===== src/rtl/vehicle_sensor_conditioner.sv =====
// Loop-detector conditioner: synchronize, debounce, count arrivals, hold SENSOR until served, flag long waits.
// Optional loop-stuck detection is enabled by defining VEHICLE_SENSOR_STUCK_DET_EN.
module vehicle_sensor_conditioner #(
  parameter int unsigned DEBOUNCE_CYCLES = 4,
  parameter int unsigned CNT_W           = 4,
  parameter int unsigned MAX_WAIT        = 240,
  parameter int unsigned WAIT_W          = 8,
  parameter int unsigned STUCK_CYCLES    = 1000
) (
  input  logic             clk,
  input  logic             rst,
  input  logic             sensor_raw,
  input  logic             served,
  output logic             SENSOR,
  output logic             arrival,
  output logic [CNT_W-1:0] queue_cnt,
  output logic             urgent,
  output logic             stuck_fault
);

  localparam int unsigned DB_W = $clog2(DEBOUNCE_CYCLES + 1);

  typedef enum logic [1:0] {
    IDLE    = 2'd0,
    PENDING = 2'd1,
    URGENT  = 2'd2
  } state_t;

  logic              sync1;
  logic              sync2;
  logic              db_state;
  logic              db_state_q;
  logic [DB_W-1:0]   db_cnt;
  logic              stuck;
  state_t            state;
  state_t            state_nxt;
  logic [WAIT_W-1:0] wait_cnt;
  logic [WAIT_W-1:0] wait_nxt;

  // Two-flop synchronizer for the asynchronous loop input
  always_ff @(posedge clk or posedge rst) begin
    if (rst) begin
      sync1 <= 1'b0;
      sync2 <= 1'b0;
    end else begin
      sync1 <= sensor_raw;
      sync2 <= sync1;
    end
  end

  // Level changes only after DEBOUNCE_CYCLES consecutive differing samples
  always_ff @(posedge clk or posedge rst) begin
    if (rst) begin
      db_state   <= 1'b0;
      db_state_q <= 1'b0;
      db_cnt     <= '0;
    end else begin
      db_state_q <= db_state;
      if (sync2 != db_state) begin
        if (db_cnt == DB_W'(DEBOUNCE_CYCLES - 1)) begin
          db_state <= sync2;
          db_cnt   <= '0;
        end else begin
          db_cnt <= db_cnt + DB_W'(1);
        end
      end else begin
        db_cnt <= '0;
      end
    end
  end

  assign arrival = db_state & ~db_state_q;

`ifdef VEHICLE_SENSOR_STUCK_DET_EN
  localparam int unsigned STK_W = $clog2(STUCK_CYCLES + 1);

  logic [STK_W-1:0] stuck_cnt;

  // Sticky fault once the debounced level has stayed high too long
  always_ff @(posedge clk or posedge rst) begin
    if (rst) begin
      stuck_cnt <= '0;
      stuck     <= 1'b0;
    end else if (db_state) begin
      if (stuck_cnt != STK_W'(STUCK_CYCLES)) begin
        stuck_cnt <= stuck_cnt + STK_W'(1);
      end
      if (stuck_cnt >= STK_W'(STUCK_CYCLES - 1)) begin
        stuck <= 1'b1;
      end
    end else begin
      stuck_cnt <= '0;
    end
  end
`else
  logic unused_stuck_cycles;
  assign unused_stuck_cycles = (STUCK_CYCLES == 0);
  assign stuck = 1'b0;
`endif

  // Waiting-vehicle count; a vehicle arriving on the serve cycle is kept
  always_ff @(posedge clk or posedge rst) begin
    if (rst) begin
      queue_cnt <= '0;
    end else if (!stuck) begin
      if (served && arrival) begin
        queue_cnt <= CNT_W'(1);
      end else if (served) begin
        queue_cnt <= '0;
      end else if (arrival && (queue_cnt != {CNT_W{1'b1}})) begin
        queue_cnt <= queue_cnt + CNT_W'(1);
      end
    end
  end

  always_ff @(posedge clk or posedge rst) begin
    if (rst) begin
      state    <= IDLE;
      wait_cnt <= '0;
    end else begin
      state    <= state_nxt;
      wait_cnt <= wait_nxt;
    end
  end

  // Request FSM with saturating wait timer
  always_comb begin
    state_nxt = state;
    wait_nxt  = wait_cnt;
    case (state)
      IDLE: begin
        if (arrival) begin
          state_nxt = PENDING;
          wait_nxt  = '0;
        end
      end
      PENDING: begin
        if (served) begin
          state_nxt = arrival ? PENDING : IDLE;
          wait_nxt  = '0;
        end else begin
          if (wait_cnt != WAIT_W'(MAX_WAIT)) begin
            wait_nxt = wait_cnt + WAIT_W'(1);
          end
          if (wait_cnt >= WAIT_W'(MAX_WAIT - 1)) begin
            state_nxt = URGENT;
          end
        end
      end
      URGENT: begin
        if (served) begin
          state_nxt = arrival ? PENDING : IDLE;
          wait_nxt  = '0;
        end
      end
      default: begin
        state_nxt = IDLE;
        wait_nxt  = '0;
      end
    endcase
  end

  assign SENSOR      = stuck | (state != IDLE);
  assign urgent      = ~stuck & (state == URGENT);
  assign stuck_fault = stuck;

endmodule


===== config.mk =====
export PLATFORM = sky130hd
export DESIGN_NAME = vehicle_sensor_conditioner
export DESIGN_NICKNAME = d
export VERILOG_FILES = /design/src/rtl/vehicle_sensor_conditioner.sv
export SDC_FILE = /design/constraint.sdc
export NUM_CORES = 1
export LEC_CHECK = 0
export CAP_MARGIN = 20
export CORE_UTILIZATION = 30
export DETAILED_ROUTE_END_ITERATION = 8
export PLACE_DENSITY_LB_ADDON = 0.1
export SYNTH_ARGS = -nofsm -noshare
export SYNTH_HDL_FRONTEND = slang
export SYNTH_SLANG_ARGS = --single-unit

===== constraint.sdc =====
create_clock -name clk -period 2.14 [get_ports clk]
set_input_delay 0.428 -clock clk [delete_from_list [all_inputs] [get_ports clk]]
set_output_delay 0.428 -clock clk [all_outputs]
set_load 0.01 [all_outputs]

==> key figures, run 1 <==
Outcome
  • Outcome: completed

Drt
  • Avg WL per Cell: 11.74 µm
  • DRT antenna net count: 0
  • DRC violations left: 0
  • Total Wirelength: around 1.9 mm
  • Initial DRC count: 54
  • First-pass DRT Iterations: 4
  • Via-per-instance ratio: about 4.9
  • Via count: between 700 and 800

Critical path
  • FF-to-FF setup slack: 0.61 ns
  • Crit start category: register
  • Critical Path Fanout Max: 5
  • Worst Setup End Kind: primary output
  • Worst R2R Start: wait_cnt[0]$_DFFE_PP0P_
  • R2r endpoint: wait_cnt[0]$_DFFE_PP0P_
  • Crit Path Class: register to primary output
  • Worst EP arrival: 1.56 ns
  • Worst R2R Path Depth: 6
  • CP required: ~1.7 ns

Run
  • Max Cap Viol: 0

Logic synthesis
  • Syn. warnings: 0
  • Number of flops mapped to enable cells by yosys: 0
  • Synthesized instance count: about 100
  • Sequential fraction of the synthesis area: ~51%
  • Asr flop ratio synth: 100.0%
  • Flops & latches, synth: 21
  • Commonest register cell after synthesis: dfrtp_1
  • Syn Nets: 110
  • Post-synth cell types: 37
  • Post-synthesis cell area: ~0.0010 mm²
  • Syn Area/Cell: between 10 and 15 µm²

Pwr
  • Sequential power share: a little under half
  • Sw frac: 35.07%
  • Leakage power total: 0.0005347 µW
  • Worst IR Drop VDD: 0.2816 mV
  • Internal power: about 740 µW
  • Pwr per Cell Area: about 950 mW/mm²
  • Clock power frac: between 15 and 20%
  • Switching pwr: roughly 400 µW
  • Pwr Total: between 1000 and 1500 µW
  • Combinational power share: a little over a third

Min path
  • Hold Path Class: input port to async pin

Clock network
  • CTS H-tree depth: 1
  • CTS Buf Count: 3
  • Clock Tree Root: clkbuf_4
  • Clk buf depth: 2
  • Worst-Skew Late Latency: around 0.31 ns
  • Clock sinks: 21
  • Reg clk slew, reported paths: 0.12 ns
  • CTS tree: done
  • Hold_buf cts: 0

Global route
  • Met2 usage: around 20%
  • GRT Resource Usage Total: about an eighth
  • Vias in the first global route: between 700 and 800
  • M1 GR Usage: approximately 16%
  • First-pass GRT wire length: ~3.4 mm
  • Pin count of the biggest net entering global routing: 15
  • Initial antenna violation count: 0
  • Gr busiest metal: met2
  • Met3 Use GR: under 10%
  • Total gr overflow: 0

Floorplan
  • Vert. Die Dim: 60.52 µm
  • Std-Cell Core Area: between 0.003 and 0.004 mm²
  • Starting Density: about a third
  • Die width: approximately 60 µm
  • FP Rows: 20
  • Boundary Pins: 12
  • Die area: between 0.003 and 0.004 mm²

Place
  • Placer Congestion: 0.7190
  • Placed Area: around 0.0012 mm²
  • Setup WS pre-CTS: approximately 0.17 ns
  • Final HPWL DP: roughly 1.4 mm
  • Port Buffers: 10

Finish
  • Share of cells above drive strength 1: 11.30%
  • Area growth from synthesis to layout: 17.54%
  • Final Cell Area: around 0.0012 mm²
  • Diode count: 0
  • NumNets Final: between 100 and 150
  • Layout fillers: ~330

STA
  • Final Max Slew Viols: 0
  • Skew final: roughly 0.0032 ns
  • Final setup margin: roughly 0.15 ns
  • Min Tclk post-route: 1.988 ns
  • Endpoints failing hold: 0
  • Min Hold Slack: around 0.35 ns
  • Tcrit/Tclk final: around 93%
  • # setup viols final: 0
  • FMAX: slightly above 0.5 GHz
  • RSZ-0062 raised after global routing: no
  • Setup_tns: 0 ns
-- worst max path at each step --
stage | cells past startpoint | startpoint | endpoint
global route | 3 | db_state$_DFFE_PP0P_ | arrival
detailed placement | 4 | served | wait_cnt[0]$_DFFE_PP0P_
floorplan | 5 | served | wait_cnt[0]$_DFFE_PP0P_
CTS | 3 | db_state$_DFFE_PP0P_ | arrival
finish | 3 | db_state_q$_DFF_PP0_ | arrival
global placement | 4 | served | wait_cnt[0]$_DFFE_PP0P_
-- kinds of logic (layout without fill, tap and decap cells) --
group                    Yosys count  count (layout)  synth area share, %
other                              1               1               0.3651
buffers and inverters             10              23                4.263
multiplexers                       2               2                2.071
XOR/XNOR                           1               1               0.8528
adder cells (fa/ha/maj)            5               5                5.847
flip-flops                        21              21                51.16
AND/OR/NAND/NOR                   36              36                19.85
AO/OA/AOI/OAI                     26              26                15.59
-- metal layers --
| metal | vias to the layer above | share of wire, % |
|---|---|---|
| met3 | 5 | 4.2 |
| met5 | - | 0 |
| met1 | 372 | 49 |
| li1 | 385 | - |
| met2 | 20 | 44 |
| met4 | 0 | 2.1 |
-- critical path: stages (launching register included) --
cell and delay (ns):
dfrtp_1 0.37, nand2b_1 0.22, inv_2 0.13, clkdlybuf4s50_1 0.53
-- power by group through the flow --
stage / sequential, µW / clock, µW / combinational, µW
floorplan: 541 / 0 / 271
global placement: 550 / 0 / 403
detailed placement: 550 / 0 / 410
CTS: 542 / 205 / 411
global route: 555 / 227 / 474
finish: 540 / 199 / 407
-- flip-flops by register name, indices dropped and copies added (netlist names) --
register	flops
db_state	1
db_cnt	3
db_state_q	1
sync1	1
wait_cnt	8
queue_cnt	4
sync2	1
state	2
-- layout make-up --
type                            count  area [µm²]  area share [%]
Tap cell                           44       55.05           4.560
Multi-Input combinational cell     71       457.9           37.93
Sequential cell                    21       525.5           43.52
Inverter                            7       26.28           2.176
Clock buffer                        3       22.52           1.865
Clock inverter                      1       5.005          0.4145
Timing Repair Buffer               12       115.1           9.534
-- what timing repair did --
| action | 4_1_cts | 5_1_grt |
|---|---|---|
| resized for setup | 0 | 1 |
| setup endpoints to repair | 0 | 1 |
| setup buffers | 0 | 0 |
| endpoints found under the hold margin | 0 | 0 |
-- cells in the final DEF (no fill, tap or decap), types with 3 or more instances in the layout --
cell             netlist  final
o21ai_0                9      9
ha_1                   4      4
inv_1                  7      6
clkbuf_4               0      3
nor3_1                 3      3
o22ai_1                3      3
dfrtp_1               21     21
clkdlybuf4s50_1        0     10
nand3_1                6      6
a21oi_1                6      6
nor2_1                 3      3
nand2_1                8      8
-- synthesized netlist by cell type, drive strengths merged, types with 3 or more instances --
cell type,n,share of area [%]
o22ai,3,1.8
nand2,9,3.5
nor3b,3,2.7
inv,7,2.6
nor2,3,1.1
a21oi,6,2.9
nand3,6,2.9
ha,4,4.9
dfrtp,21,51
o21ai,9,4.4
nor3,3,1.5
-- stage by stage --
stage / instances / utilization, %
2_1_floorplan: 102 / -
3_3_place_gp: 155 / 37.42
3_5_place_dp: 155 / 37.42
4_1_cts: 159 / 38.29
5_1_grt: 159 / 38.29
6_report: 159 / 38.29
Power figures use the tool's default switching activity.
==> inputs of run 2 (changes only) <==
--- a/config.mk
+++ b/config.mk
@@ -8,7 +8,7 @@
 export CAP_MARGIN = 20
 export CORE_UTILIZATION = 30
 export DETAILED_ROUTE_END_ITERATION = 8
-export PLACE_DENSITY_LB_ADDON = 0.1
+export GPL_TIMING_DRIVEN = 0
 export SYNTH_ARGS = -nofsm -noshare
 export SYNTH_HDL_FRONTEND = slang
 export SYNTH_SLANG_ARGS = --single-unit
==> run 2 against run 1 <==
Effect of this change: worst hold slack gained 0.013 ns; sequential power is essentially flat; die area is the same; register-to-register slack is essentially flat; critical path depth is the same; critical path type unchanged; largest power group unchanged.
==> key figures, run 2 (same netlist as run 1, synthesis figures left out) <==
Place
  • Setup WS pre-CTS: 0.4576 ns (+0.2879 ns)
  • Final HPWL DP: 1.401 mm (+2.1%)
  • Placer Congestion: 0.7670 (+6.7%)
  • Port Buffers: 9 (-1)

Critical path
  • Worst EP arrival: 1.56 ns (about the same)
  • Crit Path Class: register to primary output
  • Launch point of the worst path: db_state_q$_DFF_PP0_
  • CP required: 1.71 ns (about the same)
  • Crit start category: register
  • R2r endpoint: wait_cnt[1]$_DFFE_PP0P_
  • Worst R2R Start: wait_cnt[0]$_DFFE_PP0P_
  • Critical Path Fanout Max: 5 (unchanged)
  • Worst R2R Path Depth: 6 (unchanged)
  • FF-to-FF setup slack: 0.62 ns (about the same)
  • Worst Setup End Kind: primary output

Finish
  • Final core occ: 38.06% (-0.24 points)
  • Regs by FF count: wait_cnt (8), queue_cnt (4), db_cnt (3)
  • Multi-input logic area: 457.9 µm² (unchanged)
  • Layout fillers: 324 (-0.92%)
  • Largest Register: wait_cnt
  • Share of cells above drive strength 1: 12.17% (+0.87 points)
  • Area growth from synthesis to layout: 16.81%
  • Max FFs per register: 8 (unchanged)
  • Diode count: 0 (unchanged)
  • NumNets Final: 124 (unchanged)
  • Most common cell after layout, fill and taps aside: dfrtp_1
  • Most frequent cells in the layout: dfrtp_1 (21), o21ai_0 (9), clkdlybuf4s50_1 (9)
  • Sequential Area: 525.5 µm² (unchanged)

Drt
  • Avg WL per Cell: 11.73 µm (about the same)
  • Via count: 795 (+1.7%)
  • Total Wirelength: 1.865 mm (about the same)
  • First-pass DRT Iterations: 4 (unchanged)
  • DRT antenna net count: 0 (unchanged)
  • Initial DRC count: 28 (-48%)
  • Via-per-instance ratio: 5.000 (+1.7%)
  • DRC violations left: 0 (unchanged)

Floorplan
  • Starting Density: 32.58% (unchanged)
  • FP Rows: 20 (unchanged)
  • Std-Cell Core Area: 0.003153 mm² (unchanged)
  • Vert. Die Dim: 60.52 µm (unchanged)
  • Boundary Pins: 12 (unchanged)
  • Die area: 0.003662 mm² (unchanged)
  • Die width: 60.52 µm (unchanged)

Pwr
  • Pwr per Cell Area: 940.3 mW/mm² (-0.91%)
  • Worst IR Drop VDD: 0.4312 mV (+53%)
  • Pwr Total: 1128 µW (-1.5%)
  • Leakage power total: 0.0005331 µW (-0.30%)

Clock network
  • CTS Buf Count: 3 (unchanged)
  • CTS tree: done
  • Clock sinks: 21 (unchanged)
  • Worst-Skew Late Latency: 0.30 ns (about the same)
  • Reg clk slew, reported paths: 0.12 ns (about the same)
  • Post-CTS setup buffer count: 0 (unchanged)
  • Clk buf depth: 2 (unchanged)
  • CTS H-tree depth: 1 (unchanged)
  • Hold_buf cts: 0 (unchanged)
  • Clock Tree Root: clkbuf_4

Global route
  • First-pass GRT wire length: 3.332 mm (-3.0%)
  • Total gr overflow: 0 (unchanged)
  • Initial antenna violation count: 0 (unchanged)
  • Pin count of the biggest net entering global routing: 22 (+7)
  • Vias in the first global route: 784 (+2.5%)
  • GRT Resource Usage Total: 12.34% (-0.60 points)

STA
  • Min Tclk post-route: 1.984 ns (-0.004419 ns)
  • Final Max Slew Viols: 0 (unchanged)
  • # setup viols final: 0 (unchanged)
  • RSZ-0062 raised after global routing: no
  • FMAX: 0.5041 GHz (+0.22%)
  • Skew final: 0.002006 ns (-0.001240 ns)
  • Relative slew slack: between 40% and 50%
  • Worst Tran Pin Value: 0.7906 ns
  • Tcrit/Tclk final: 92.70% (-0.21 points)
  • Setup_tns: 0 ns (unchanged)
  • Endpoints failing hold: 0 (unchanged)
  • Final setup margin: 0.1562 ns (+0.004419 ns)

Outcome
  • Outcome: completed

Min path
  • Hold Path Depth: 0
  • Worst hold start: sync1$_DFF_PP0_
  • Hold path endpoint: sync2$_DFF_PP0_
  • Hold Path Class: register to register

Run
  • Max Cap Viol: 0 (unchanged)
-- run 2: cell types whose count changed in the layout (fill, tap and decap cells not counted) --
cell and delta:
buf_4 -1, clkbuf_2 +1, buf_2 +1, clkdlybuf4s50_1 -1
-- run 2: layout make-up --
type                       count  area share, %
sequential                    21          43.80
clock buffer                   3          1.877
tap                           44          4.588
clock inverter                 1         0.4171
inverter                       7          2.190
buffer                         3          1.460
timing repair buffer           9          7.508
multi-input combinational     71          38.16
-- run 2: per-layer routing --
metal | vias to the layer above | track usage [%] | part of all wire, %
li1 | 386 | - | -
met1 | 393 | 14.36 | 46
met2 | 14 | 21.66 | 50
met3 | 2 | 3.838 | 3.8
met4 | 0 | 3.896 | 0.75
met5 | - | 0 | 0
-- run 2: worst max-delay path, stage by stage, from the launching register on --
cell and delay [ns]:
dfrtp_1 0.37, nand2b_1 0.21, inv_2 0.13, clkdlybuf4s50_1 0.54
-- run 2: timing repair --
| action | 4_1_cts | 5_1_grt |
|---|---|---|
| gates resized for setup | 0 | 1 |
| hold endpoints to repair | 0 | 0 |
| endpoints found under the setup margin | 0 | 1 |
-- run 2: how the worst max path moves through the flow --
stage | end | slack, ns
floorplan | wait_cnt[0]$_DFFE_PP0P_ | 0.71
global placement | arrival | 0.47
detailed placement | arrival | 0.46
CTS | arrival | 0.1
global route | arrival | 0.03
finish | arrival | 0.16
-- run 2: stage by stage --
step	instances	cell area (µm²)	hold WS [ns]
4_1_cts	159	1200	0.3671
2_1_floorplan	102	1027	0.3312
6_report	159	1200	0.3615
3_5_place_dp	155	1172	0.3402
5_1_grt	159	1200	0.3778
3_3_place_gp	155	1172	0.3325
-- run 2: power breakdown --
part	internal, µW	switching, µW
logic	195	203
registers	474	66.1
clock network	69.7	120
==> patch: new RTL, config.mk and constraints of run 2 <==
Put a register stage on the outputs `SENSOR`, `urgent` and `stuck_fault`, cleared by the reset. The values now appear one clock later. The other outputs are not delayed to match.
--- a/src/rtl/vehicle_sensor_conditioner.sv
+++ b/src/rtl/vehicle_sensor_conditioner.sv
@@ -160,9 +160,17 @@
     endcase
   end
 
-  assign SENSOR      = stuck | (state != IDLE);
-  assign urgent      = ~stuck & (state == URGENT);
-  assign stuck_fault = stuck;
+  always_ff @(posedge clk or posedge rst) begin
+    if (rst) begin
+      SENSOR      <= '0;
+      urgent      <= '0;
+      stuck_fault <= '0;
+    end else begin
+      SENSOR      <= stuck | (state != IDLE);
+      urgent      <= ~stuck & (state == URGENT);
+      stuck_fault <= stuck;
+    end
+  end
 
 endmodule
 
Function: changed (a bounded check fails within 10 cycles, from zero or initial values and one cycle with rst high).
==> patch against run 2 <==
- power is 5.1% higher
- routed wire length up 1.6%
- global-route usage shrank 1.3 points
- sequential cell count up 2
- setup slack got worse by 0.0033 ns
- synthesized area grew 5.4%
- clock power rose by 5%
- cell area rose by 4.8%
- critical path type unchanged
- register-to-register slack got worse by 0.21 ns
==> patch: results (changes against run 2) <==
| Metric | Value |
|---|---|
| Critical path fanouts, max | 6 (was 5) |
| DP Wirelength | 1360 um (was 1400 um) |
| Layout Nets | 125 (was 124) |
| NonClk Buf Share | 0.0925 (was 0.0897) |
| Post-synthesis sequential area ratio | 0.532 (was 0.512) |
| Reg2reg start | db_state$_DFFE_PP0P_ (was wait_cnt[0]$_DFFE_PP0P_) |
| Synth Area in XOR/XNOR | 0.0162 (was 0.00853) |
| Via count | 809 (was 795) |
| Drt total wl | 1900 um (was 1870 um) |
| #MultiIn Comb | 70 (was 71) |
| Routability cong. | 0.778 (was 0.767) |
| Inverters | 6 (was 7) |
| Reg area | 576 um^2 (was 526 um^2) |
| Outcome | complete, no violations (unchanged) |
| Worst R2R Setup Slack | 0.41 ns (was 0.62 ns) |
| Tightest Pin Transition | 0.892 ns (was 0.791 ns) |
| Vias in the first global route | 728 (was 784) |
| Hold depth | 0 (unchanged) |
| Clock-cell share of area | 0.0219 (was 0.0229) |
| Power Sequential | 596 uW (was 541 uW) |
| Reg2Reg Depth | 4 (was 6) |
| Routed len/inst | 11.7 um (about the same) |
| Largest net degree at the start of global routing | 24 (was 22) |
| Post-synth top cells | dfrtp_1, o21ai_0, nand3_1 (was dfrtp_1, o21ai_0, nand2_1) |
| First-pass GRT wire length | 3080 um (was 3330 um) |
| All-Layer GR Usage | 0.110 (was 0.123) |
| Layout filler cell count | 328 (was 324) |
| Non-Clock Buffer Count | 13 (was 12) |
| Maximum single-stage delay on the critical path | 0.57 ns (was 0.54 ns) |
| Syn Nets | 111 (was 110) |
| Initial DRC Count | 39 (was 28) |
| Asr flop ratio synth | 1.00 (unchanged) |
| Mux share of post-synthesis cell area | 0.0197 (was 0.0207) |
| LEAKAGE | 0.559 nW (was 0.533 nW) |
| Synth Area in Compound Gates | 0.158 (was 0.156) |
| Post-Synth Adder-Cell Area | 0.0462 (was 0.0585) |
| Synth top area cells | dfrtp_1, o21ai_0, ha_1 (was dfrtp_1, ha_1, o21ai_0) |
| Mapped Cells | 103 (was 102) |
| Peak supply drop | 0.447 mV (was 0.431 mV) |
| Net Sw Frac | 0.343 (was 0.345) |
| Seq_cells | 23 (was 21) |
| Layout cells sized above 1 | 0.0862 (was 0.122) |
| Clock Skew | 0.00301 ns (was 0.00201 ns) |
patch: cell count changes in the layout (fill, tap and decap cells not counted), moves of 2 or more:
cell,before,now
nor3b_1,2,4
o21ai_0,9,11
buf_4,1,3
o31ai_1,2,4
a21oi_1,6,4
dfrtp_1,21,23
o22ai_1,3,1
nand2_1,8,6
nor3_1,3,1
patch: layer usage:
layer  part of all wire  track usage  vias to the layer above
met5                  0            0                        -
met4                  0       0.0190                        0
met3              0.037       0.0435                        0
met2               0.48        0.182                       14
met1               0.48        0.137                      403
li1                   -            -                      392
patch: stage by stage:
stage,hold WS [ns],cell area (um^2),utilization,power [mW],setup WS [ns]
6_report,0.364,1260,0.371,1.19,0.153
5_1_grt,0.380,1260,0.371,1.29,0.0529
4_1_cts,0.368,1260,0.371,1.21,0.124
3_5_place_dp,0.338,1230,0.363,1.00,0.370
3_3_place_gp,0.336,1230,0.363,0.979,0.402
2_1_floorplan,0.331,1080,-,0.855,0.663
